===== src/rtl/ccr_irq_sequencer_pkg.sv =====
// Shared types and constants for the interrupt entry / RTI sequencer and its stack pointer.
// Flag bit positions follow the CCR layout {V,C,N,Z}.
package ccr_irq_sequencer_pkg;

  typedef enum logic [2:0] {
    IDLE      = 3'd0,
    PUSH_PC   = 3'd1,
    PUSH_FLG  = 3'd2,
    FETCH_VEC = 3'd3,
    POP_FLG   = 3'd4,
    POP_PC    = 3'd5,
    RESUME    = 3'd6
  } state_t;

  localparam int FLG_Z = 0;
  localparam int FLG_N = 1;
  localparam int FLG_C = 2;
  localparam int FLG_V = 3;

  localparam logic [7:0] DEF_STACK_TOP    = 8'hFF;
  localparam logic [7:0] DEF_IRQ_VEC_ADDR = 8'h00;
  localparam logic [7:0] DEF_STACK_LIMIT  = 8'hF0;

  // Stack byte layout of the saved flags: low nibble {V,C,N,Z}, high nibble zero.
  function automatic logic [7:0] flags_to_byte(input logic [3:0] f);
    flags_to_byte = {4'b0000, f[FLG_V], f[FLG_C], f[FLG_N], f[FLG_Z]};
  endfunction

endpackage


===== src/rtl/ccr_stack_ptr.sv =====
// Stack pointer: resets to STACK_TOP, -1 per completed push, +1 per completed pop (mod 256).
// With STACK_GUARD_EN it also reports where the next sp lands relative to the legal window.
module ccr_stack_ptr
  import ccr_irq_sequencer_pkg::*;
#(
  parameter logic [7:0] STACK_TOP = DEF_STACK_TOP
`ifdef STACK_GUARD_EN
  , parameter logic [7:0] STACK_LIMIT = DEF_STACK_LIMIT
`endif
) (
  input  logic       clk,
  input  logic       rst_n,
  input  logic       inc,
  input  logic       dec,
  output logic [7:0] sp,
  output logic [7:0] sp_next
`ifdef STACK_GUARD_EN
  , output logic     below_limit
  , output logic     at_top
`endif
);

  always_comb begin
    sp_next = sp;
    if (inc) begin
      sp_next = sp + 8'd1;
    end else if (dec) begin
      sp_next = sp - 8'd1;
    end
  end

`ifdef STACK_GUARD_EN
  // Compared against the value sp will hold in the state being entered.
  assign below_limit = (sp_next < STACK_LIMIT);
  assign at_top      = (sp_next == STACK_TOP);
`endif

  always_ff @(posedge clk or negedge rst_n) begin
    if (!rst_n) begin
      sp <= STACK_TOP;
    end else begin
      sp <= sp_next;
    end
  end

endmodule


===== src/rtl/ccr_irq_sequencer.sv =====
// Interrupt entry / RTI sequencer: pushes PC+flags, fetches the vector, pops on RTI; stalls the core while busy.
// All outputs registered; memory requests hold until mem_ready. Optional stack guard: STACK_GUARD_EN.
module ccr_irq_sequencer
  import ccr_irq_sequencer_pkg::*;
#(
  parameter logic [7:0] STACK_TOP    = DEF_STACK_TOP,
  parameter logic [7:0] IRQ_VEC_ADDR = DEF_IRQ_VEC_ADDR,
  parameter logic [7:0] STACK_LIMIT  = DEF_STACK_LIMIT
) (
  input  logic       clk,
  input  logic       rst_n,
  input  logic       irq_req,
  input  logic       rti_req,
  input  logic [7:0] pc_in,
  input  logic [3:0] flags_in,
  output logic       irq_ack,
  output logic       stall,
  output logic       in_isr,
  output logic       mem_req,
  output logic       mem_we,
  output logic [7:0] mem_addr,
  output logic [7:0] mem_wdata,
  input  logic [7:0] mem_rdata,
  input  logic       mem_ready,
  output logic       ccr_restore_en,
  output logic [3:0] ccr_restore_value,
  output logic       pc_load_en,
  output logic [7:0] pc_load_value,
  output logic [7:0] sp_out,
  output logic       stack_fault
);

  if (STACK_LIMIT > STACK_TOP) begin : g_bad_limit
    $error("ccr_irq_sequencer: STACK_LIMIT must not exceed STACK_TOP");
  end

  state_t     state, seq_state, state_nxt;
  logic       is_rti, is_rti_nxt;
  logic [7:0] pc_lat, pc_lat_nxt;
  logic [3:0] flg_lat, flg_lat_nxt;
  logic [7:0] vec_lat, vec_lat_nxt;
  logic       sp_inc, sp_dec;
  logic [7:0] sp, sp_nxt;
  logic       isr_seq, in_isr_nxt, ack_nxt, stall_nxt;
  logic       mem_req_nxt, mem_we_nxt;
  logic [7:0] mem_addr_nxt, mem_wdata_nxt;
  logic       pc_load_en_nxt, ccr_restore_en_nxt;
  logic [7:0] pc_load_value_nxt;
  logic [3:0] ccr_restore_value_nxt;

`ifdef STACK_GUARD_EN
  logic below_limit, at_top, fault_nxt;

  ccr_stack_ptr #(
    .STACK_TOP   (STACK_TOP),
    .STACK_LIMIT (STACK_LIMIT)
  ) u_sp (
    .clk         (clk),
    .rst_n       (rst_n),
    .inc         (sp_inc),
    .dec         (sp_dec),
    .sp          (sp),
    .sp_next     (sp_nxt),
    .below_limit (below_limit),
    .at_top      (at_top)
  );
`else
  ccr_stack_ptr #(
    .STACK_TOP (STACK_TOP)
  ) u_sp (
    .clk     (clk),
    .rst_n   (rst_n),
    .inc     (sp_inc),
    .dec     (sp_dec),
    .sp      (sp),
    .sp_next (sp_nxt)
  );
`endif

  assign sp_out = sp;

  // Sequencing: state progression, sp steps and data latches; independent of sp_nxt.
  always_comb begin
    seq_state   = state;
    is_rti_nxt  = is_rti;
    pc_lat_nxt  = pc_lat;
    flg_lat_nxt = flg_lat;
    vec_lat_nxt = vec_lat;
    sp_inc      = 1'b0;
    sp_dec      = 1'b0;
    ack_nxt     = 1'b0;
    isr_seq     = in_isr;
    case (state)
      IDLE: begin
        if (rti_req && in_isr) begin
          seq_state  = POP_FLG;
          is_rti_nxt = 1'b1;
        end else if (irq_req && !in_isr) begin
          seq_state   = PUSH_PC;
          is_rti_nxt  = 1'b0;
          pc_lat_nxt  = pc_in;
          flg_lat_nxt = flags_in;
          ack_nxt     = 1'b1;
        end
      end
      PUSH_PC: begin
        if (mem_ready) begin
          sp_dec    = 1'b1;
          seq_state = PUSH_FLG;
        end
      end
      PUSH_FLG: begin
        if (mem_ready) begin
          sp_dec    = 1'b1;
          seq_state = FETCH_VEC;
        end
      end
      FETCH_VEC: begin
        if (mem_ready) begin
          vec_lat_nxt = mem_rdata;
          seq_state   = RESUME;
        end
      end
      POP_FLG: begin
        if (mem_ready) begin
          sp_inc      = 1'b1;
          flg_lat_nxt = mem_rdata[3:0];
          seq_state   = POP_PC;
        end
      end
      POP_PC: begin
        if (mem_ready) begin
          sp_inc     = 1'b1;
          pc_lat_nxt = mem_rdata;
          seq_state  = RESUME;
        end
      end
      RESUME: begin
        isr_seq   = !is_rti;
        seq_state = IDLE;
      end
      default: seq_state = IDLE;
    endcase
  end

  // Guard override and registered-output decode of the state being entered.
  always_comb begin
    state_nxt  = seq_state;
    in_isr_nxt = isr_seq;
`ifdef STACK_GUARD_EN
    fault_nxt = stack_fault;
    if ((state_nxt == PUSH_PC || state_nxt == PUSH_FLG) && below_limit) begin
      state_nxt = IDLE;
      fault_nxt = 1'b1;
    end
    if ((state_nxt == POP_FLG || state_nxt == POP_PC) && at_top) begin
      state_nxt  = IDLE;
      fault_nxt  = 1'b1;
      in_isr_nxt = 1'b0;
    end
`endif
    stall_nxt             = (state_nxt != IDLE);
    mem_req_nxt           = 1'b0;
    mem_we_nxt            = 1'b0;
    mem_addr_nxt          = 8'h00;
    mem_wdata_nxt         = 8'h00;
    pc_load_en_nxt        = 1'b0;
    pc_load_value_nxt     = 8'h00;
    ccr_restore_en_nxt    = 1'b0;
    ccr_restore_value_nxt = 4'h0;
    case (state_nxt)
      PUSH_PC: begin
        mem_req_nxt   = 1'b1;
        mem_we_nxt    = 1'b1;
        mem_addr_nxt  = sp_nxt;
        mem_wdata_nxt = pc_lat_nxt;
      end
      PUSH_FLG: begin
        mem_req_nxt   = 1'b1;
        mem_we_nxt    = 1'b1;
        mem_addr_nxt  = sp_nxt;
        mem_wdata_nxt = flags_to_byte(flg_lat_nxt);
      end
      FETCH_VEC: begin
        mem_req_nxt  = 1'b1;
        mem_addr_nxt = IRQ_VEC_ADDR;
      end
      POP_FLG, POP_PC: begin
        mem_req_nxt  = 1'b1;
        mem_addr_nxt = sp_nxt + 8'd1;
      end
      RESUME: begin
        pc_load_en_nxt    = 1'b1;
        pc_load_value_nxt = is_rti_nxt ? pc_lat_nxt : vec_lat_nxt;
        if (is_rti_nxt) begin
          ccr_restore_en_nxt    = 1'b1;
          ccr_restore_value_nxt = flg_lat_nxt;
        end
      end
      default: ;
    endcase
  end

  always_ff @(posedge clk or negedge rst_n) begin
    if (!rst_n) begin
      state <= IDLE;
    end else begin
      state <= state_nxt;
    end
  end

  always_ff @(posedge clk or negedge rst_n) begin
    if (!rst_n) begin
      is_rti            <= 1'b0;
      pc_lat            <= 8'h00;
      flg_lat           <= 4'h0;
      vec_lat           <= 8'h00;
      irq_ack           <= 1'b0;
      stall             <= 1'b0;
      in_isr            <= 1'b0;
      mem_req           <= 1'b0;
      mem_we            <= 1'b0;
      mem_addr          <= 8'h00;
      mem_wdata         <= 8'h00;
      ccr_restore_en    <= 1'b0;
      ccr_restore_value <= 4'h0;
      pc_load_en        <= 1'b0;
      pc_load_value     <= 8'h00;
    end else begin
      is_rti            <= is_rti_nxt;
      pc_lat            <= pc_lat_nxt;
      flg_lat           <= flg_lat_nxt;
      vec_lat           <= vec_lat_nxt;
      irq_ack           <= ack_nxt;
      stall             <= stall_nxt;
      in_isr            <= in_isr_nxt;
      mem_req           <= mem_req_nxt;
      mem_we            <= mem_we_nxt;
      mem_addr          <= mem_addr_nxt;
      mem_wdata         <= mem_wdata_nxt;
      ccr_restore_en    <= ccr_restore_en_nxt;
      ccr_restore_value <= ccr_restore_value_nxt;
      pc_load_en        <= pc_load_en_nxt;
      pc_load_value     <= pc_load_value_nxt;
    end
  end

`ifdef STACK_GUARD_EN
  always_ff @(posedge clk or negedge rst_n) begin
    if (!rst_n) begin
      stack_fault <= 1'b0;
    end else begin
      stack_fault <= fault_nxt;
    end
  end
`else
  assign stack_fault = 1'b0;
`endif

endmodule

===== config.mk =====
export PLATFORM = sky130hd
export DESIGN_NAME = ccr_irq_sequencer
export DESIGN_NICKNAME = d
export VERILOG_FILES = /design/src/rtl/ccr_irq_sequencer_pkg.sv /design/src/rtl/ccr_stack_ptr.sv /design/src/rtl/ccr_irq_sequencer.sv
export SDC_FILE = /design/constraint.sdc
export NUM_CORES = 1
export LEC_CHECK = 0
export ABC_AREA = 1
export BUFFER_PORTS_ARGS = -buffer_cell sky130_fd_sc_hd__buf_2
export CORE_MARGIN = 3
export CORE_UTILIZATION = 49
export CTS_CLUSTER_DIAMETER = 80
export CTS_CLUSTER_SIZE = 30
export DETAILED_ROUTE_END_ITERATION = 16
export PLACE_DENSITY = 0.7
export SLEW_MARGIN = 20
export SYNTH_ARGS = -nofsm -noshare
export SYNTH_HDL_FRONTEND = slang
export SYNTH_HIERARCHICAL = 1
export SYNTH_SLANG_ARGS = --single-unit

===== constraint.sdc =====
create_clock -name clk -period 2.9 [get_ports clk]
set_input_delay 0.145 -clock clk [delete_from_list [all_inputs] [get_ports clk]]
set_output_delay 0.145 -clock clk [all_outputs]
set_load 0.01 [all_outputs]

==> flow_metrics.env, run 1 <==
export IMPL_crit_path_frequent_cell="nand2_1"
export IMPL_vias=2995
export IMPL_worst_ep_arrival_time_ns=2.80
export IMPL_whs_ns=0.0906
export IMPL_clk_path_buf_depth=2
export IMPL_r2r_slack_ns=0.39
export IMPL_critPathSlowestCell="dfrtp_1"
export IMPL_rsz0062_at_grt="false"
export IMPL_clkTransAtPathRegs_ns=0.08
export IMPL_path_cells="nor2_4, nor4_2, nand2_1, o21ai_0, xor2_1, nand2_1, nor2_1, nand2_1, o21ai_0, nand3_1, nand2_1"
export IMPL_syn_to_final_growth_pct=18.5
export IMPL_antenna_cells=0
export IMPL_wl_mm=8.20
export IMPL_grt_pass1_wl_mm=13.5
export IMPL_yosys_warnings=6
export IMPL_dr_pass1_iters=4
export IMPL_fmax_mhz=398
export IMPL_portBuffers=67
export IMPL_synthDistinctLibCells=33
export IMPL_worst_slack_ns=0.386
export IMPL_worstHoldPathCells=3
export IMPL_drive_above_1_share_pct=24.1
export IMPL_cts_sinks=67
export IMPL_cts_root_buf="clkbuf_8"
export IMPL_grt_pass1_vias=2936
export IMPL_synth_top_family_by_area="simple AND/OR/NAND/NOR gates"
export IMPL_syn_num_nets=470
export IMPL_wl_per_cell_um=13.3
export IMPL_startpoint_type="flop"
export IMPL_place_ws_ns=0.296
export IMPL_synthMuxAreaShare_pct=0
export IMPL_fin_nets=545
export IMPL_synth_edff_count=0
export IMPL_synth_compound_area_share_pct=5.57
export IMPL_p_leak_nw=2.28
export IMPL_worstSetupPathType="reg -> reg"
export IMPL_rows=29
export IMPL_drc=0
export IMPL_synthAdderAreaFrac_pct=1.10
export IMPL_syn_avg_cell_area_um2=7.73
export IMPL_path_max_fanout=8
export IMPL_required_ns=3.19
export IMPL_max_stage_delay_ns=0.48
export IMPL_fin_crit_sh_pct=86.7
export IMPL_antenna_left=0
export IMPL_async_reset_ff_share_pct=100
export IMPL_worst_pin_slew_ns=0.605
export IMPL_end_kind="flop"
export IMPL_seq_area_frac_synth_pct=49.4
export IMPL_hold_class="in -> reg"
export IMPL_die_area_um2=8010
export IMPL_via_per_inst=4.87
export IMPL_synthCells=442
export IMPL_dieHeight_um=89.5
export IMPL_synthXorXnorAreaFrac_pct=0.513
export IMPL_worst_skew_pair_late_latency_ns=0.34
export IMPL_final_cell_mix="nand2_1 (173), buf_2 (67), dfrtp_1 (59)"
export IMPL_power_mw=4.28
export IMPL_timing_rr_end="mem_addr[5]$_DFF_PN0_"
export IMPL_h_tree_depth=3
export IMPL_powerDensity_nw_per_um2=1060
export IMPL_worstHoldEndpoint="vec_lat[7]$_DFF_PN0_"
export IMPL_layout_commonest_cell="nand2_1"
export IMPL_ff2ff_path_depth=11
export IMPL_hold_viol=0
export IMPL_core_um2=6570
export IMPL_cap_viol_max_count=0
export IMPL_finalSetupViolations=0
export IMPL_io_pins=69
export IMPL_grt_remaining_overflow=0
export IMPL_grt_max_degree=39
export IMPL_cts_tree="yes"
export IMPL_initial_core_util_pct=52.0
export IMPL_synthTopCellsByArea="dfrtp_1 (43%), nand2_1 (19%), dfstp_2 (6.2%)"
export IMPL_outcome="finished, final reports clean"
export IMPL_dieWidth_um=89.5
export IMPL_dp_hpwl_mm=6.06
export IMPL_reg2reg_from="state[0]$_DFF_PN0_"
export IMPL_antenna_found_initial=0
export IMPL_grtUsageTotal_pct=22.3
export IMPL_synth_area_leader_cell="dfrtp_1"
export IMPL_synth_simple_area_share_pct=35.2
export IMPL_synth_top_area_share_pct=43.2
export IMPL_synth_ff_type="dfrtp_1"
export IMPL_critPathTopFamily="simple AND/OR/NAND/NOR gates"
export IMPL_drv_slew=0
export IMPL_worstHoldStart="mem_rdata[7]"
export IMPL_cts_buffers=9
export IMPL_peakVddDrop_mv=0.582
export IMPL_syn_area_um2=3420
export IMPL_cp_num_buf_inv=0
export IMPL_relSlewSlack_pct=59.5
export IMPL_fillers=586
export IMPL_finalWeightedCongestion=0.943
export IMPL_fin_worst_skew_ns=0.00562
export IMPL_finalSetupTns_ns=0
export IMPL_timing_final_crit_period_ns=2.51
export IMPL_synth_seq_cells=67
export IMPL_detail_route_iter0_violations=155
worst min-delay path, cell delays in order:
cell and delay [ns]:
buf_2 0.09, o21ai_0 0.11, inv_1 0.07
routing by layer:
metal	vias to the layer above	part of all wire [%]	global-route usage, %
li1	1499	-	-
met1	1392	43	27.0
met2	93	50	37.4
met3	11	6.0	5.25
met4	0	1.4	10.7
met5	-	0	0
power by group:
part / internal, mW / switching (mW) / leakage [nW]
Combinational: 0.635 / 1.37 / 1.33
Sequential: 1.30 / 0.188 / 0.847
Clock: 0.404 / 0.385 / 0.102
Total: 2.34 / 1.94 / 2.28
repair_timing:
item / CTS / global route
resized for setup: 0 / 2
hold buffers: 1 / 0
buffers inserted: 0 / 0
setup endpoints to repair: 0 / 2
endpoints found under the hold margin: 59 / 0
layout make-up:
type | count | area, µm² | area share (%)
Sequential cell | 67 | 1690 | 41.7
Multi-Input combinational cell | 309 | 1460 | 36.0
Tap cell | 93 | 116 | 2.87
Timing Repair Buffer | 70 | 360 | 8.90
Inverter | 60 | 226 | 5.59
Clock inverter | 7 | 76.3 | 1.89
Clock buffer | 9 | 124 | 3.06
cells in the mapped netlist (3+ instances only):
| cell type | n |
|---|---|
| nor2_4 | 4 |
| nand3_1 | 22 |
| nor2_1 | 45 |
| inv_2 | 6 |
| ha_1 | 3 |
| nand2_4 | 3 |
| a21oi_1 | 10 |
| nand2_1 | 173 |
| o21ai_0 | 15 |
| nand2_2 | 5 |
| nor2_2 | 4 |
| dfrtp_1 | 59 |
| o211ai_1 | 3 |
| inv_1 | 53 |
| dfstp_2 | 8 |
| buf_6 | 3 |
| nand3b_1 | 4 |
stage by stage:
step / area (µm²) / instances / util, %
global route: 4050 / 615 / 61.6
detailed placement: 3830 / 598 / 58.3
finish: 4050 / 615 / 61.6
CTS: 4040 / 615 / 61.5
floorplan: 3420 / 442 / -
global placement: 3830 / 598 / 58.3
worst max path at each step:
stage | startpoint | endpoint | slack (ns) | depth (start not counted)
after floorplan | state[1]$_DFF_PN0_ | mem_addr[6]$_DFF_PN0_ | 0.64 | 14
after global placement | state[1]$_DFF_PN0_ | mem_addr[6]$_DFF_PN0_ | 0.43 | 14
after detailed placement | mem_ready | mem_addr[5]$_DFF_PN0_ | 0.30 | 12
after CTS | state[1]$_DFF_PN0_ | mem_addr[6]$_DFF_PN0_ | 0.28 | 14
after global routing | state[0]$_DFF_PN0_ | mem_addr[5]$_DFF_PN0_ | 0.06 | 11
final | state[0]$_DFF_PN0_ | mem_addr[5]$_DFF_PN0_ | 0.39 | 11
cell families after synthesis:
group,after synthesis
AOI/OAI and AO/OA,33
xor gates and xnor gates,2
adders and majority gates,3
buffers and inverters,66
DFF,67
other,1
and+or+nand+nor,270
sequential cells by signal, indices dropped and copies added (netlist names), 3 cells and up:
| name | cells |
|---|---|
| mem_addr | 8 |
| mem_wdata | 8 |
| pc_lat | 8 |
| pc_load_value | 8 |
| u_sp/sp | 8 |
| vec_lat | 8 |
| ccr_restore_value | 4 |
| flg_lat | 4 |
| state | 3 |
(Power assumes the default switching activity.)
==> run 2: changes to the inputs <==
Settings changed: RECOVER_POWER set to 25.
==> run 2 against run 1 <==
Net effect: the run now ends with capacitance limit, slew limit left; register-to-register slack is essentially flat; via count is the same; die area is the same; sequential cell count is the same; clock skew is the same; core utilization shrank 0.13 points; routed wire length is essentially flat; worst hold slack is the same; critical path depth is the same; clock-buffer cell count is the same; worst setup slack is the same; total power is essentially flat; largest cell class unchanged.
==> flow_metrics.env, run 2 (synthesis gave the netlist of run 1 again) <==
export IMPL_outcome="finished with violations"
export IMPL_place_ws_ns=0.296
export IMPL_whs_ns=0.0906
export IMPL_final_cell_mix="nand2_1 (173), buf_2 (66), dfrtp_1 (59)"
export IMPL_cts_root_buf="clkbuf_8"
export IMPL_design_area_um2=4040
export IMPL_antenna_cells=0
export IMPL_hold_class="in -> reg"
export IMPL_path_cells="nor2_4, nor4_2, nand2_1, o21ai_0, xor2_1, nand2_1, nor2_1, nand2_1, o21ai_0, nand3_1, nand2_1"
export IMPL_final_cells=615
export IMPL_fin_worst_skew_ns=0.00562
export IMPL_worst_ep_arrival_time_ns=2.80
export IMPL_pwr_share_seq_pct=34.7
export IMPL_finalSetupTns_ns=0
export IMPL_via_per_inst=4.87
export IMPL_grt_max_degree=39
export IMPL_grt_pass1_vias=2936
export IMPL_dpl_cell_count=598
export IMPL_drv_slew=39
export IMPL_dr_pass1_iters=4
export IMPL_finalSetupViolations=0
export IMPL_portBuffers=67
export IMPL_final_core_util_pct=61.5
export IMPL_relSlewSlack_pct=-35.5
export IMPL_powerDensity_nw_per_um2=1060
export IMPL_dieHeight_um=89.5
export IMPL_grt_remaining_overflow=0
export IMPL_required_ns=3.19
export IMPL_path_max_fanout=8
export IMPL_initial_core_util_pct=52.0
export IMPL_rows=29
export IMPL_crit_path_frequent_cell="nand2_1"
export IMPL_startpoint_type="flop"
export IMPL_vias=2995
export IMPL_timing_final_crit_period_ns=2.51
export IMPL_violations="capacitance limit, slew limit"
export IMPL_fin_crit_sh_pct=86.7
export IMPL_finalWeightedCongestion=0.943
export IMPL_core_um2=6570
export IMPL_p_leak_nw=2.27
export IMPL_rsz0062_at_grt="false"
export IMPL_worst_skew_pair_late_latency_ns=0.34
export IMPL_syn_to_final_growth_pct=18.2
export IMPL_hold_viol=0
export IMPL_drc=0
export IMPL_h_tree_depth=3
export IMPL_grt_pass1_wl_mm=13.5
export IMPL_max_stage_delay_ns=0.48
export IMPL_clk_path_buf_depth=2
export IMPL_fin_nets=545
export IMPL_worst_slack_ns=0.386
export IMPL_clkTransAtPathRegs_ns=0.08
export IMPL_wl_mm=8.20
export IMPL_swShare_pct=45.4
export IMPL_comb_power_share_pct=46.9
export IMPL_placed_area_um2=3830
export IMPL_antenna_left=0
export IMPL_pwr_share_clk_pct=18.4
export IMPL_dieWidth_um=89.5
export IMPL_dp_hpwl_mm=6.06
export IMPL_drive_above_1_share_pct=23.6
export IMPL_switchingPower_mw=1.94
export IMPL_worst_pin_slew_ns=2.03
export IMPL_end_kind="flop"
export IMPL_fmax_mhz=398
export IMPL_antenna_found_initial=0
export IMPL_wl_per_cell_um=13.3
export IMPL_cap_viol_max_count=1
export IMPL_power_mw=4.28
export IMPL_internal_power_mw=2.34
export IMPL_peakVddDrop_mv=0.582
export IMPL_critPathSlowestCell="dfrtp_1"
export IMPL_grtUsageTotal_pct=22.3
export IMPL_cts_tree="yes"
export IMPL_detail_route_iter0_violations=155
export IMPL_worstSetupPathType="reg -> reg"
export IMPL_cts_buffers=9
export IMPL_cts_sinks=67
export IMPL_layout_commonest_cell="nand2_1"
export IMPL_die_area_um2=8010
export IMPL_io_pins=69
==> run 2: cell types whose count changed in the layout (fill, tap and decap cells not counted) <==
cell / previous run / this run
clkbuf_1: 0 / 3
buf_2: 67 / 66
buf_4: 2 / 0
==> run 2: routing by layer <==
layer	routed length [µm]	vias up	track usage (%)
met5	0	-	0
met4	111	0	10.7
met3	491	11	5.25
met2	4070	93	37.4
met1	3530	1392	27.0
li1	-	1499	-
==> run 2: worst paths after layout <==
kind | start | end | slack (ns) | depth (start not counted)
min | mem_rdata[7] | vec_lat[7]$_DFF_PN0_ | 0.09 | 3
min in group asynchronous | rst_n | pc_load_en$_DFF_PN0_ | 0.79 | 3
max in group asynchronous | rst_n | mem_addr[1]$_DFF_PN0_ | 0.70 | 3
min reg2reg | pc_lat[5]$_DFF_PN0_ | pc_lat[5]$_DFF_PN0_ | 0.51 | 2
max | state[0]$_DFF_PN0_ | mem_addr[5]$_DFF_PN0_ | 0.39 | 11
max reg2reg | state[0]$_DFF_PN0_ | mem_addr[5]$_DFF_PN0_ | 0.39 | 11
==> run 2: cell type report <==
type,count,area [µm²]
multi-input combinational,309,1460
clock inverter,7,76.3
timing repair buffer,70,352
sequential,67,1690
tap,93,116
fill,586,2530
clock buffer,9,124
inverter,60,226
==> run 2: power groups by stage <==
| stage | registers, mW | logic, mW | clock network, mW |
|---|---|---|---|
| finish | 1.49 | 2.01 | 0.789 |
| global route | 1.53 | 2.26 | 0.857 |
| CTS | 1.49 | 2.00 | 0.813 |
| detailed placement | 1.50 | 1.99 | 0 |
| global placement | 1.50 | 1.95 | 0 |
| floorplan | 1.55 | 1.37 | 0 |
==> run 2: worst max-delay path, delay by kind of cell (launching register included) <==
family / cells / cell delay [ns]
xor gates and xnor gates: 1 / 0.37
DFF: 1 / 0.48
and+or+nand+nor: 8 / 1.21
AOI/OAI and AO/OA: 2 / 0.39
==> run 2: what timing repair did <==
action / 4_1_cts / 5_1_grt
hold buffers: 1 / 0
setup endpoints to repair: 0 / 2
gates resized for setup: 0 / 2
endpoints found under the hold margin: 59 / 0
setup buffers: 0 / 0
==> run 3: changes to the inputs <==
--- a/config.mk
+++ b/config.mk
@@ -16,3 +16,2 @@
 export RECOVER_POWER = 25
-export SLEW_MARGIN = 20
 export SYNTH_ARGS = -nofsm -noshare
==> constraint.sdc (replaced) <==
create_clock -name clk -period 2.9 [get_ports clk]
set_input_delay 0.435 -clock clk [delete_from_list [all_inputs] [get_ports clk]]
set_output_delay 0.435 -clock clk [all_outputs]
set_load 0.01 [all_outputs]
==> run 3 against run 2 <==
Net effect: the run still ends with capacitance limit, slew limit left; clock power up 7.2%; sequential power about the same; sequential share of layout area down 0.18 points; global-route usage down 0.65 points; clock-buffer cell count up 1; routed wire length down 3.5%; non-clock buffer count unchanged; largest cell class unchanged.
==> flow_metrics.env, run 3 (synthesis gave the netlist of run 1 again) <==
export IMPL_outcome="finished with violations"
export IMPL_violations="capacitance limit, slew limit"
export IMPL_initial_core_util_pct=52.0
export IMPL_dieWidth_um=89.5
export IMPL_detail_route_iter0_violations=217
export IMPL_fmax_mhz=398
export IMPL_relSlewSlack_pct=-14.0
export IMPL_die_area_um2=8010
export IMPL_h_tree_depth=3
export IMPL_final_cell_mix="nand2_1 (173), buf_2 (66), dfrtp_1 (59)"
export IMPL_grt_pass1_wl_mm=13.1
export IMPL_wl_mm=7.92
export IMPL_antenna_cells=0
export IMPL_grt_max_degree=36
export IMPL_worst_pin_slew_ns=1.71
export IMPL_antenna_left=0
export IMPL_end_kind="flop"
export IMPL_fin_worst_skew_ns=0.00903
export IMPL_cap_viol_max_count=1
export IMPL_p_leak_nw=2.28
export IMPL_ff_latch_area_um2=1690
export IMPL_drive_above_1_share_pct=23.8
export IMPL_dieHeight_um=89.5
export IMPL_vias=2987
export IMPL_cts_sinks=67
export IMPL_final_cells=615
export IMPL_grt_remaining_overflow=0
export IMPL_fin_nets=545
export IMPL_fin_crit_sh_pct=86.6
export IMPL_met1Wirelength_mm=3.40
export IMPL_core_um2=6570
export IMPL_path_max_fanout=8
export IMPL_io_pins=69
export IMPL_cts_tree="yes"
export IMPL_cts_root_buf="clkbuf_8"
export IMPL_dp_hpwl_mm=5.74
export IMPL_cts_buffers=9
export IMPL_antenna_found_initial=0
export IMPL_dpl_cell_count=599
export IMPL_wl_met3_um=500
export IMPL_rows=29
export IMPL_finalSetupTns_ns=0
export IMPL_top_layer="met4"
export IMPL_drv_slew=34
export IMPL_finalWeightedCongestion=0.863
export IMPL_ctsHoldBuffers=0
export IMPL_dr_pass1_iters=5
export IMPL_wl_met2_mm=3.93
export IMPL_via_per_inst=4.86
export IMPL_syn_to_final_growth_pct=18.7
export IMPL_clkTransAtPathRegs_ns=0.08
export IMPL_hold_viol=0
export IMPL_drc=0
export IMPL_timing_final_crit_period_ns=2.51
export IMPL_powerDensity_nw_per_um2=1060
export IMPL_portBuffers=67
export IMPL_grtUsageTotal_pct=21.7
export IMPL_final_core_util_pct=61.8
export IMPL_layout_commonest_cell="nand2_1"
export IMPL_clk_path_buf_depth=2
export IMPL_required_ns=3.18
export IMPL_fillers=610
export IMPL_wl_per_cell_um=12.9
export IMPL_peakVddDrop_mv=0.475
export IMPL_worst_ep_arrival_time_ns=2.79
export IMPL_worst_skew_pair_late_latency_ns=0.34
export IMPL_multi_input_area_um2=1460
export IMPL_finalSetupViolations=0
export IMPL_hold_class="in -> reg"
export IMPL_worstSetupPathType="reg -> reg"
export IMPL_grt_pass1_vias=2873
export IMPL_rsz0062_at_grt="false"
export IMPL_startpoint_type="flop"
## run 3: changes by cell type in the layout (fill, tap and decap cells not counted), sizes merged
cell         previous run  this run
dlygate4sd3             1         0
buf                    66        68
bufinv                  1         2
inv                    61        59
## run 3: routing by layer
metal	GRT usage [%]	up-vias
li1	-	1499
met1	27.4	1368
met2	36.3	111
met3	5.35	9
met4	7.44	0
met5	0	-
## run 3: worst max-delay path: stages (launching register included)
cell	delay, ns
dfrtp_1	0.49
nor2_4	0.12
nor4_2	0.36
nand2_1	0.11
o21ai_0	0.21
xor2_1	0.37
nand2_1	0.08
nor2_1	0.28
nand2_1	0.11
o21ai_0	0.17
nand3_1	0.09
nand2_1	0.07
## run 3: final timing paths
check / start / to / slack (ns) / depth (start not counted)
max in group asynchronous: rst_n / mem_addr[4]$_DFF_PN0_ / 0.73 / 2
min in group asynchronous: rst_n / vec_lat[7]$_DFF_PN0_ / 0.53 / 1
worst max-delay path: state[0]$_DFF_PN0_ / mem_addr[5]$_DFF_PN0_ / 0.39 / 11
worst min register to register: pc_lat[7]$_DFF_PN0_ / pc_lat[7]$_DFF_PN0_ / 0.50 / 2
worst min-delay path: mem_rdata[7] / vec_lat[7]$_DFF_PN0_ / 0.39 / 3
worst max register to register: state[0]$_DFF_PN0_ / mem_addr[5]$_DFF_PN0_ / 0.39 / 11
## run 3: area by class of cell
cell class | instances | area share (%)
Timing Repair Buffer | 70 | 8.73
Multi-Input combinational cell | 309 | 35.9
Clock inverter | 6 | 2.22
Inverter | 60 | 5.58
Sequential cell | 67 | 41.6
Tap cell | 93 | 2.87
Clock buffer | 10 | 3.15
## run 3: through the flow
stage	total power, mW	instance area (µm²)	setup slack, ns	hold WS (ns)
detailed placement	3.47	3850	0.112	0.484
floorplan	2.92	3420	0.552	0.139
finish	4.32	4060	0.389	0.387
global placement	3.43	3850	0.198	0.472
global route	4.69	4060	0.0367	0.397
CTS	4.34	4070	0.239	0.176
## run 3: repair_timing
action / 4_1_cts / 5_1_grt
gates resized for setup: 0 / 1
buffers inserted: 0 / 0
setup endpoints to repair: 0 / 1
## run 3: report_power, final
part           internal [mW]  leakage, nW  switching (mW)
combinational          0.634         1.33            1.34
clock                  0.486        0.106           0.360
sequential              1.30        0.847           0.193
total                   2.42         2.28            1.90
